**src/rtl/riscv_pkg.sv**
```systemverilog
// Shared core-level definitions: word size, canonical NOP, PC step and the
// {pc, instr} record carried through the fetch prefetch buffer.
package riscv_pkg;

    localparam int XLEN = 32;
    localparam logic [XLEN-1:0] NOP_INSTR = 32'h0000_0013;
    localparam logic [XLEN-1:0] PC_STEP   = 32'd4;

    typedef struct packed {
        logic [XLEN-1:0] pc;
        logic [XLEN-1:0] instr;
    } fetch_entry_t;

    // Instruction fetch is word addressed; low address bits are never honoured.
    function automatic logic [XLEN-1:0] align_pc(input logic [XLEN-1:0] pc);
        return {pc[XLEN-1:2], 2'b00};
    endfunction

endpackage

```
**src/rtl/fetch_fifo.sv**
```systemverilog
// Small synchronous FIFO with flush; flush and reset both empty it and take
// priority over a same-cycle push or pop.
module fetch_fifo #(
    parameter int DEPTH = 2,
    parameter int WIDTH = 64
) (
    input  logic                     clk,
    input  logic                     reset,
    input  logic                     push,
    input  logic [WIDTH-1:0]         push_data,
    input  logic                     pop,
    input  logic                     flush,
    output logic [WIDTH-1:0]         pop_data,
    output logic [$clog2(DEPTH):0]   count,
    output logic                     empty,
    output logic                     full
);

    localparam int AW = $clog2(DEPTH);
    localparam int CW = AW + 1;

    logic [WIDTH-1:0] r_mem [DEPTH];
    logic [AW-1:0]    r_wr_ptr;
    logic [AW-1:0]    r_rd_ptr;
    logic [CW-1:0]    r_count;

    logic w_push_ok;
    logic w_pop_ok;

    assign empty     = (r_count == '0);
    assign full      = (r_count == CW'(DEPTH));
    assign count     = r_count;
    assign pop_data  = r_mem[r_rd_ptr];
    assign w_push_ok = push && !full && !flush;
    assign w_pop_ok  = pop && !empty && !flush;

    always_ff @(posedge clk) begin
        if (reset || flush) begin
            r_wr_ptr <= '0;
            r_rd_ptr <= '0;
            r_count  <= '0;
        end else begin
            if (w_push_ok) begin
                r_wr_ptr <= r_wr_ptr + AW'(1);
            end
            if (w_pop_ok) begin
                r_rd_ptr <= r_rd_ptr + AW'(1);
            end
            case ({w_push_ok, w_pop_ok})
                2'b10:   r_count <= r_count + CW'(1);
                2'b01:   r_count <= r_count - CW'(1);
                default: r_count <= r_count;
            endcase
        end
    end

    // Storage carries no reset; only the pointers decide what is valid.
    always_ff @(posedge clk) begin
        if (w_push_ok && !reset) begin
            r_mem[r_wr_ptr] <= push_data;
        end
    end

endmodule

```
**src/rtl/instr_fetch_unit.sv**
```systemverilog
// Fetch stage: sequential PC generation, credit-limited imem requests,
// prefetch buffering and redirect with discard of stale in-flight responses.
module instr_fetch_unit
    import riscv_pkg::*;
#(
    parameter logic [31:0] RESET_PC   = 32'h0000_0000,
    parameter int          FIFO_DEPTH = 2
) (
    input  logic        clk,
    input  logic        reset,
    output logic        imem_req_valid,
    input  logic        imem_req_ready,
    output logic [31:0] imem_req_addr,
    input  logic        imem_rsp_valid,
    input  logic [31:0] imem_rsp_data,
    input  logic        redirect_valid,
    input  logic [31:0] redirect_pc,
    output logic        out_valid,
    input  logic        out_ready,
    output logic [31:0] out_pc,
    output logic [31:0] out_instruction
);

    localparam int CNT_W = $clog2(FIFO_DEPTH) + 1;

    logic [XLEN-1:0]  r_fetch_pc;
    logic [XLEN-1:0]  r_rsp_pc;
    logic [CNT_W-1:0] r_inflight;
    logic [CNT_W-1:0] r_drop;

    logic [CNT_W-1:0] w_fifo_count;
    logic             w_fifo_empty;
    logic             w_fifo_full;
    fetch_entry_t     w_head;
    fetch_entry_t     w_push_entry;
    logic [CNT_W:0]   w_credit_sum;
    logic             w_req_fire;
    logic             w_rsp_legal;
    logic             w_rsp_live;
    logic             w_out_fire;
    logic [CNT_W-1:0] w_fire_inc;
    logic [CNT_W-1:0] w_rsp_dec;
    logic [XLEN-1:0]  w_redirect_pc;

    // Outstanding requests plus buffered entries never exceed the FIFO depth,
    // so every live response is guaranteed a free slot.
    assign w_credit_sum   = {1'b0, r_inflight} + {1'b0, w_fifo_count};
    assign imem_req_valid = !reset && !redirect_valid && !w_fifo_full
                            && (w_credit_sum < (CNT_W+1)'(FIFO_DEPTH));
    assign imem_req_addr  = r_fetch_pc;
    assign w_req_fire     = imem_req_valid && imem_req_ready;

    // A response with nothing outstanding is a protocol error and is ignored.
    assign w_rsp_legal    = imem_rsp_valid && (r_inflight != '0);
    assign w_rsp_live     = w_rsp_legal && (r_drop == '0);
    assign w_fire_inc     = {{(CNT_W-1){1'b0}}, w_req_fire};
    assign w_rsp_dec      = {{(CNT_W-1){1'b0}}, w_rsp_legal};
    assign w_redirect_pc  = align_pc(redirect_pc);

    assign w_push_entry   = '{pc: r_rsp_pc, instr: imem_rsp_data};
    assign w_out_fire     = out_valid && out_ready;

    always_ff @(posedge clk) begin
        if (reset) begin
            r_fetch_pc <= RESET_PC;
            r_rsp_pc   <= RESET_PC;
            r_inflight <= '0;
            r_drop     <= '0;
        end else if (redirect_valid) begin
            // Everything still outstanding after this cycle belongs to the old path.
            r_fetch_pc <= w_redirect_pc;
            r_rsp_pc   <= w_redirect_pc;
            r_inflight <= r_inflight - w_rsp_dec;
            r_drop     <= r_inflight - w_rsp_dec;
        end else begin
            if (w_req_fire) begin
                r_fetch_pc <= r_fetch_pc + PC_STEP;
            end
            if (w_rsp_live) begin
                r_rsp_pc <= r_rsp_pc + PC_STEP;
            end
            r_inflight <= r_inflight + w_fire_inc - w_rsp_dec;
            if (w_rsp_legal && (r_drop != '0)) begin
                r_drop <= r_drop - CNT_W'(1);
            end
        end
    end

    fetch_fifo #(
        .DEPTH (FIFO_DEPTH),
        .WIDTH ($bits(fetch_entry_t))
    ) u_fetch_fifo (
        .clk       (clk),
        .reset     (reset),
        .push      (w_rsp_live && !redirect_valid),
        .push_data (w_push_entry),
        .pop       (w_out_fire),
        .flush     (redirect_valid),
        .pop_data  (w_head),
        .count     (w_fifo_count),
        .empty     (w_fifo_empty),
        .full      (w_fifo_full)
    );

    assign out_valid       = !w_fifo_empty;
    assign out_pc          = w_fifo_empty ? '0 : w_head.pc;
    assign out_instruction = w_fifo_empty ? NOP_INSTR : w_head.instr;

endmodule

```
**config.mk**
```make
export PLATFORM = sky130hd
export DESIGN_NAME = instr_fetch_unit
export DESIGN_NICKNAME = d
export VERILOG_FILES = /design/src/rtl/riscv_pkg.sv /design/src/rtl/fetch_fifo.sv /design/src/rtl/instr_fetch_unit.sv
export SDC_FILE = /design/constraint.sdc
export NUM_CORES = 1
export LEC_CHECK = 0
export CORE_UTILIZATION = 55
export CTS_CLUSTER_SIZE = 10
export DETAILED_ROUTE_END_ITERATION = 6
export PLACE_DENSITY = 0.84
export REMOVE_ABC_BUFFERS = 1
export SETUP_SLACK_MARGIN = 0.15
export SLEW_MARGIN = 40
export SYNTH_ARGS = -nofsm -noshare
export SYNTH_HDL_FRONTEND = slang
export SYNTH_SLANG_ARGS = --single-unit
```
**constraint.sdc**
```tcl
create_clock -name clk -period 13.1 [get_ports clk]
set_input_delay 2.62 -clock clk [delete_from_list [all_inputs] [get_ports clk]]
set_output_delay 2.62 -clock clk [all_outputs]
set_load 0.03 [all_outputs]
```
==> results of run 1 <==
==> worst max-delay path by stage <==
stage	end	slack, ps	depth (start not counted)
2_1_floorplan	u_fetch_fifo.r_mem[0][0]$_DFFE_PP_	6850	4
3_3_place_gp	imem_req_valid	5890	5
3_5_place_dp	imem_req_valid	5870	5
4_1_cts	imem_req_valid	5860	5
5_1_grt	imem_req_valid	5760	5
6_report	imem_req_valid	5850	5
==> routing by layer <==
layer	up-vias	GRT usage	share of wire
met5	-	0	0
met4	0	0.0947	0.022
met3	30	0.0441	0.059
met2	198	0.371	0.49
met1	2887	0.304	0.43
li1	2885	-	-
==> cells in the final DEF (no fill, tap or decap), types with 5 or more instances in the layout <==
cell / netlist / final
inv_1: 29 / 29
nand3_1: 20 / 20
clkbuf_16: 0 / 21
mux2i_1: 62 / 62
a31oi_1: 6 / 6
o211ai_1: 6 / 6
or3_1: 8 / 8
nor4_1: 6 / 6
nor3_1: 16 / 15
clkdlybuf4s50_1: 0 / 161
o21ai_0: 5 / 5
a21boi_0: 29 / 29
o21bai_1: 5 / 5
dfxtp_1: 69 / 68
xnor2_1: 27 / 27
and4_1: 5 / 5
xor2_1: 22 / 22
edfxtp_1: 124 / 124
o31a_1: 9 / 9
a21oi_1: 32 / 32
a211oi_1: 6 / 6
nor2_1: 82 / 80
ha_1: 7 / 7
and3_1: 8 / 7
nand2_1: 44 / 44
o21a_1: 8 / 8
nand4_1: 18 / 18
==> flip-flops by register name, indices dropped and copies added, names as in the netlist, named ones only <==
name,count
u_fetch_fifo.r_mem,124
r_inflight,2
r_rsp_pc,30
imem_req_addr,30
u_fetch_fifo.r_rd_ptr,1
u_fetch_fifo.count,2
u_fetch_fifo.r_wr_ptr,1
r_drop,2
==> report_power, final <==
| part | internal (mW) | switching (mW) | leakage, nW |
|---|---|---|---|
| sequential | 0.677 | 0.0272 | 1.70 |
| combinational | 0.0775 | 0.0969 | 1.56 |
| clock | 0.327 | 0.220 | 0.311 |
| total | 1.08 | 0.344 | 3.57 |
==> cell families (layout without fill, tap and decap cells) <==
family | after synthesis | count (layout) | share of synthesized area
compound gates | 108 | 108 | 0.0864
other cells | 1 | 4 | 0.000447
mux | 63 | 63 | 0.0753
flops | 193 | 193 | 0.609
xor+xnor | 49 | 49 | 0.0512
simple gates | 227 | 227 | 0.133
buf+inv | 68 | 231 | 0.0325
fa+ha+maj | 8 | 8 | 0.0128
==> final cells by class <==
class / count / area [µm²]
flip-flops and latches: 193 / 5110
fillers: 979 / 3850
multi-input cells: 459 / 3040
repair buffers: 169 / 1710
clock buffers: 22 / 529
well taps: 184 / 230
clock inverters: 10 / 116
inverters: 30 / 113
==> metrics by stage <==
step / hold WS [ps] / cell area, µm² / total power, mW
after floorplan: 440 / 8240 / 0.811
after global placement: 459 / 10100 / 0.880
after detailed placement: 475 / 10200 / 0.889
after CTS: 496 / 10800 / 1.43
after global routing: 514 / 10900 / 1.47
final: 506 / 10900 / 1.43
==> worst max-delay path, stage by stage <==
cell and delay (ps):
clkdlybuf4s50_1 400, buf_4 270, nor2_1 380, and3_1 240, clkdlybuf4s50_1 670
==> run metrics, run 1 <==
final WL 17600 µm; routed vias 6000; crit path from redirect_valid; residual DRC count 10; drt wl/cell 16.5 µm; clock buffer depth 2; kind of critical path input port to output pin; largest cells by area after synthesis edfxtp_1, dfxtp_1, mux2i_1; post-synth design cell area 0.00839 mm²; number of synthesized register bits 193; VDD IR max 0.0975 mV; setup TNS 0 ps; crit end category output pin; Slew @ Worst Pin 770 ps; P per Cell Area 131 mW/mm²; grt ovf 0; Fmax 0.138 GHz; post-synth top area cell edfxtp_1; slew margin rel. 0.484; most frequent cell after synthesis edfxtp_1; DP Cell Count 1035; Final Util 0.738; share of layout cells above drive strength 1 0.0589; CTS root buf clkbuf_16; flop2flop setup slack 9990 ps; Vias per Instance 5.62; Primary FF master, synth edfxtp_1; min Tclk post-route 7250 ps; Post-Synthesis Cells 717; final setup fails 0; I/O Pins 168; number of setup buffers added after CTS 0; Post-synth EDFFs 124; Worst EP required 10480 ps; hold path endpoint u_fetch_fifo.r_mem[1][63]$_DFFE_PP_; status finished with violations; post-CTS sizing 0; initial antenna violation count 0; FF-to-FF Start u_fetch_fifo.count[0]$_SDFFE_PP0P_; hpwl dp 11700 µm; Post-Route Skew 9.50 ps; Die H 125 µm; crit start category input port; nets@finish 948; final hold violations 0; Post-DRT Antenna Nets 0; Hold Buf Count CTS 0; largest net degree at the start of global routing 63; global-route wire length before repair 28200 µm; Die Footprint 0.0157 mm²; min-delay worst type register to register; Reg2Reg Depth 7; Synth async-reset ratio 0; Hold Startpoint r_rsp_pc[31]$_SDFFE_PP0P_; sequential area share after synthesis 0.609; CP arrival 4630 ps; RSZ-0062 raised after global routing false; Rows 44; final worst-path setup slack 5850 ps; CTS tree built; Port Buf Inserts 161; Sink Count 193; Initial Util 0.571; CP max FO 46; max cap viols 0; Netlist cell types 46; CTS buffer count 17; Pre-antenna DRT Iters 7; Total GRT Usage 0.229; n_diodes 0; Die Span X 125 µm; H-tree level count 4; Area Overhead vs Synth 29.4%; DRC marker count from the first detailed-route iteration 504; Commonest cells post-synth edfxtp_1, nor2_1, dfxtp_1, mux2i_1, nand2_1; share of the synthesized area in the top cell type 0.444; clock latency on the worst-skew pair 430 ps; Setup WS pre-CTS 5870 ps; failing checks DRC; Slew Viols, Final 0; Finished Layout Cells 1067; FF-to-FF End imem_req_addr[28]$_SDFFE_PP0P_; Lkg Pwr 3.57 nW; period utilisation layout 0.553; Hold Path Stages 0; clk slew on worst S/H paths 60 ps; Synth Warn # 0; core box area 0.0147 mm²; Syn Area/Cell 11.7 µm²; RePlAce Congestion 0.912; vias in the first global route 5746
(Power assumes the default switching activity.)
==> run 2: changes to the inputs <==
Settings changed: CORE_UTILIZATION 55 to 52, PLACE_DENSITY 0.84 to 0.81.
Clock period 13.1 ns to 7.3 ns, I/O delays scaled along.
==> run 2 against run 1 <==
Compared with the run above:
- the flow now finishes without violations
- setup slack worse by 3600 ps
- register-to-register slack worse by 5800 ps
- core utilization is 5.5 points lower
- flip-flop and latch count stayed put
- routed wire length is 1.7% lower
- largest cell class unchanged
==> run metrics, run 2 (synthesis results as in run 1) <==
Worst EP required 5840 ps (-4640 ps); Net Switching 0.590 mW (+72%); Post-DRT Antenna Nets 0 (unchanged); clock buffer depth 2 (unchanged); slew margin rel. 0.565 (+0.0809); max reg flops 124 (unchanged); crit path from reset; commonest non-fill, non-tap cell in the layout clkdlybuf4s50_1; nets@finish 951 (+0.32%); clk slew on worst S/H paths 60 ps (about the same); H-tree level count 4 (unchanged); residual DRC count 0 (-10); Initial Util 0.530 (-0.0407); Sink Count 193 (unchanged); RSZ-0062 raised after global routing false; CTS root buf clkbuf_16; setup TNS 0 ps (unchanged); min Tclk post-route 5070 ps; global-route wire length before repair 26600 µm (-5.6%); Setup WS pre-CTS 2240 ps (-3630 ps); placed cell areas 0.0103 mm² (+0.76%); drt wl/cell 15.7 µm (-4.8%); status finished, final reports clean; Slew @ Worst Pin 652 ps (-118 ps); Slowest-stage cell, CP clkdlybuf4s50_1; clock network power share 0.349 (-0.035); crit end category output pin; Filler Cell Count 1151 (+18%); Port Buf Inserts 161 (unchanged); FF-to-FF Start u_fetch_fifo.count[0]$_SDFFE_PP0P_; number of setup buffers added after CTS 0 (unchanged); final worst-path setup slack 2230 ps (-3620 ps); Die Span X 129 µm (+2.8%); Rows 46 (+4.5%); Hold Buf Count CTS 0 (unchanged); Slew Viols, Final 0 (unchanged); n_diodes 0 (unchanged); RePlAce Congestion 0.812 (-11%); max cap viols 0 (unchanged); CP max FO 43 (-6.5%); I/O Pins 168 (unchanged); VDD IR max 0.184 mV (+89%); period utilisation layout 0.695; FF+latch area 0.00511 mm² (unchanged); combinational power share 0.129 (+0.007); crit start category input port; Pre-antenna DRT Iters 7 (unchanged); Die Footprint 0.0166 mm² (+5.7%); grt ovf 0 (unchanged); post-CTS sizing 0 (unchanged); cell mode on critical path clkdlybuf4s50_1; core box area 0.0158 mm² (+7.7%); vias in the first global route 5360 (-6.7%); initial antenna violation count 0 (unchanged); commonest cells after routing, fill and taps aside clkdlybuf4s50_1, edfxtp_1, nor2_1, dfxtp_1, mux2i_1; min-delay worst type register to register; clock latency on the worst-skew pair 420 ps (about the same); CTS tree built; post-route design area 0.0108 mm² (-0.31%); Die H 129 µm (+2.8%); Post-Route Skew 13.1 ps (+3.63 ps); largest register by flop count u_fetch_fifo.r_mem; Vias per Instance 5.33 (-5.3%); P per Cell Area 224 mW/mm² (+70%); CP arrival 3610 ps (-1020 ps); sw frac 0.244 (+0.00267); crit-path cells clkdlybuf4s50_1 -> buf_4 -> nor2_1 -> and3_1 -> clkdlybuf4s50_1; final WL 17300 µm (-1.7%); Fmax 0.197 GHz; CP peak stage delay 670 ps (about the same); final setup fails 0 (unchanged); share of layout cells above drive strength 1 0.0598 (+0.000929); Area Overhead vs Synth 29.0%; hpwl dp 11800 µm (+0.57%); CTS buffer count 17 (unchanged); total power 2.42 mW (+70%); Total GRT Usage 0.208 (-0.0209); Multi-input gate area 0.00304 mm² (-0.16%); Flop pwr share 0.522 (+0.028); routed vias 5870 (-2.2%); final hold violations 0 (unchanged); Hold Startpoint r_rsp_pc[31]$_SDFFE_PP0P_; Lkg Pwr 3.56 nW (-0.21%); Final Util 0.683 (-0.0548); DRC marker count from the first detailed-route iteration 302 (-40%); kind of critical path input port to output pin; largest net degree at the start of global routing 63 (unchanged); P_int 1.83 mW (+69%)
[run 2: changes by cell type in the layout (fill, tap and decap cells not counted), moves of 2 or more]
cell        before  now
clkinv_2         1    6
clkbuf_16       21   17
buf_4            4    6
clkinvlp_4       2    0
inv_1           29   31
inv_4            1    3
[run 2: cell type report]
| type | count | share of cell area |
|---|---|---|
| multi-input combinational | 459 | 0.281 |
| tap | 216 | 0.0250 |
| sequential | 193 | 0.472 |
| timing repair buffer | 172 | 0.162 |
| clock inverter | 13 | 0.00879 |
| clock buffer | 19 | 0.0409 |
| inverter | 30 | 0.0104 |
[run 2: worst paths after layout]
kind / end / slack [ps] / depth (start not counted)
max: imem_req_valid / 2230 / 5
min: u_fetch_fifo.r_mem[1][63]$_DFFE_PP_ / 490 / 0
max reg2reg: imem_req_addr[28]$_SDFFE_PP0P_ / 4160 / 7
min reg2reg: u_fetch_fifo.r_mem[1][63]$_DFFE_PP_ / 490 / 0
[run 2: worst max-delay path, delay by kind of cell]
kind,cells,cell delay (ps)
buf+inv,3,1340
simple gates,2,780
[run 2: power by group through the flow]
stage / logic (mW) / registers (mW) / clock network, mW
6_report: 0.313 / 1.26 / 0.845
5_1_grt: 0.339 / 1.27 / 0.904
4_1_cts: 0.314 / 1.26 / 0.863
3_5_place_dp: 0.311 / 1.28 / 0
3_3_place_gp: 0.298 / 1.28 / 0
2_1_floorplan: 0.157 / 1.30 / 0
[run 2: per-layer routing]
metal | global-route usage | wire length (µm)
met1 | 0.271 | 7790
met2 | 0.346 | 8360
met3 | 0.0391 | 864
met4 | 0.0830 | 285
met5 | 0 | 0
[run 2: stage by stage]
stage          hold slack, ps  std cells
4_1_cts                   488       1102
2_1_floorplan             440        682
5_1_grt                   498       1102
6_report                  486       1102
3_3_place_gp              459       1066
3_5_place_dp              476       1070
==> run 3: changes to the inputs <==
Clock period 7.3 ns to 5 ns, I/O delays scaled along.
==> run 3 against run 2 <==
Compared with the run above:
- final area is 0.42% higher
- combinational power up 45%
- non-clock buffer count unchanged
- clock-buffer cell count rose by 4
- first-iteration DRC count increased by 37%
- setup slack got worse by 1100 ps
- sequential share of layout area shrank 0.20 points
- core utilization is 0.28 points higher
- final cell count is the same
- via count is 0.31% higher
- the flow now finishes with violations (DRC)
- die area unchanged
- critical path depth down 1
==> run metrics, run 3 (synthesis results as in run 1) <==
share of layout cells above drive strength 1 0.0576 (-0.00226); RSZ-0062 raised after global routing false; Hold Buf Count CTS 0 (unchanged); Post-Route Skew 8.82 ps (-4.31 ps); Multi-input gate area 0.00304 mm² (unchanged); Total GRT Usage 0.221 (+0.0125); Die Footprint 0.0166 mm² (unchanged); slew margin rel. 0.585 (+0.0201); Net Switching 0.872 mW (+48%); clock latency on the worst-skew pair 430 ps (about the same); min-delay worst type register to register; Rows 46 (unchanged); setup TNS 0 ps (unchanged); placed cell areas 0.0102 mm² (-0.27%); global-route wire length before repair 28100 µm (+5.4%); Port Buf Inserts 161 (unchanged); CP arrival 2850 ps (-760 ps); crit start category input port; failing checks DRC; clk slew on worst S/H paths 60 ps (about the same); max reg flops 124 (unchanged); status finished with violations; commonest non-fill, non-tap cell in the layout clkdlybuf4s50_1; RePlAce Congestion 0.823 (+1.4%); max cap viols 0 (unchanged); Sink Count 193 (unchanged); drt wl/cell 16.0 µm (+2.0%); crit end category output pin; CTS buffer count 17 (unchanged); P_int 2.83 mW (+55%); VDD IR max 0.267 mV (+46%); post-route design area 0.0109 mm² (+0.42%); Die Span X 129 µm (unchanged); grt ovf 0 (unchanged); number of setup buffers added after CTS 0 (unchanged); final hold violations 0 (unchanged); Slew Viols, Final 0 (unchanged); vias in the first global route 5729 (+6.9%); sw frac 0.236 (-0.00820); core box area 0.0158 mm² (unchanged); H-tree level count 4 (unchanged); clock network power share 0.379 (+0.030); initial antenna violation count 1 (+1); Pre-antenna DRT Iters 7 (unchanged); post-CTS sizing 0 (unchanged); Lkg Pwr 3.56 nW (-0.13%); Vias per Instance 5.34 (+0.31%); period utilisation layout 0.771; Worst EP required 4000 ps (-1840 ps); I/O Pins 168 (unchanged); nets@finish 951 (unchanged); largest net degree at the start of global routing 61 (-3.2%); DRC marker count from the first detailed-route iteration 414 (+37%); combinational power share 0.122 (-0.007); P per Cell Area 340 mW/mm² (+52%); Post-DRT Antenna Nets 0 (unchanged); Filler Cell Count 1166 (+1.3%); min Tclk post-route 3850 ps; Die H 129 µm (unchanged); residual DRC count 1 (+1); CP max FO 5 (-88%); clock buffer depth 2 (unchanged); Initial Util 0.530 (unchanged); Hold Path Stages 0 (unchanged); kind of critical path input port to output pin; hold slack 480 ps (-6.32 ps); CTS tree built; CTS root buf clkbuf_16; FF+latch area 0.00511 mm² (unchanged); Reg2Reg Depth 7 (unchanged); final setup fails 0 (unchanged); Slew @ Worst Pin 620 ps (-32.8 ps); largest register by flop count u_fetch_fifo.r_mem; commonest cells after routing, fill and taps aside clkdlybuf4s50_1, edfxtp_1, nor2_1, dfxtp_1, mux2i_1; Flop pwr share 0.499 (-0.023); final WL 17600 µm (+2.0%); hpwl dp 12100 µm (+2.6%); Fmax 0.260 GHz; n_diodes 0 (unchanged); routed vias 5888 (+0.31%); Area Overhead vs Synth 29.5%
run 3: worst paths after layout:
path,startpoint,end,slack (ps)
worst max register to register,u_fetch_fifo.count[0]$_SDFFE_PP0P_,imem_req_addr[28]$_SDFFE_PP0P_,1780
worst min-delay path,r_rsp_pc[31]$_SDFFE_PP0P_,u_fetch_fifo.r_mem[0][63]$_DFFE_PP_,480
worst min register to register,r_rsp_pc[31]$_SDFFE_PP0P_,u_fetch_fifo.r_mem[0][63]$_DFFE_PP_,480
worst max-delay path,reset,imem_req_valid,1150
run 3: final cells by class:
class | count | area share
sequential | 193 | 0.470
inverter | 30 | 0.0104
multi-input combinational | 459 | 0.280
timing repair buffer | 172 | 0.158
tap | 216 | 0.0249
clock buffer | 23 | 0.0422
clock inverter | 9 | 0.0144
run 3: power by group through the flow:
stage / clock network (mW) / registers, mW / logic (mW)
floorplan: 0 / 1.90 / 0.229
global placement: 0 / 1.87 / 0.437
detailed placement: 0 / 1.88 / 0.449
CTS: 1.42 / 1.84 / 0.455
global route: 1.50 / 1.85 / 0.493
finish: 1.40 / 1.84 / 0.453
run 3: layer usage:
layer	wire length, µm	vias to the layer above	global-route usage
li1	-	2888	-
met1	7840	2801	0.285
met2	8500	181	0.364
met3	970	18	0.0541
met4	332	0	0.0775
met5	0	-	0
run 3: metrics by stage:
step / util / instances / setup WS (ps) / power [mW]
after CTS: 0.686 / 1102 / 1160 / 3.72
after floorplan: - / 682 / 373 / 2.12
final: 0.686 / 1102 / 1150 / 3.70
after detailed placement: 0.647 / 1070 / 1170 / 2.33
after global routing: 0.686 / 1102 / 1140 / 3.84
after global placement: 0.645 / 1068 / 1160 / 2.31
run 3: critical path, cell delays in order:
cell and delay, ps:
clkdlybuf4s50_1 500, nor2_1 450, and3_1 240, clkdlybuf4s50_1 660
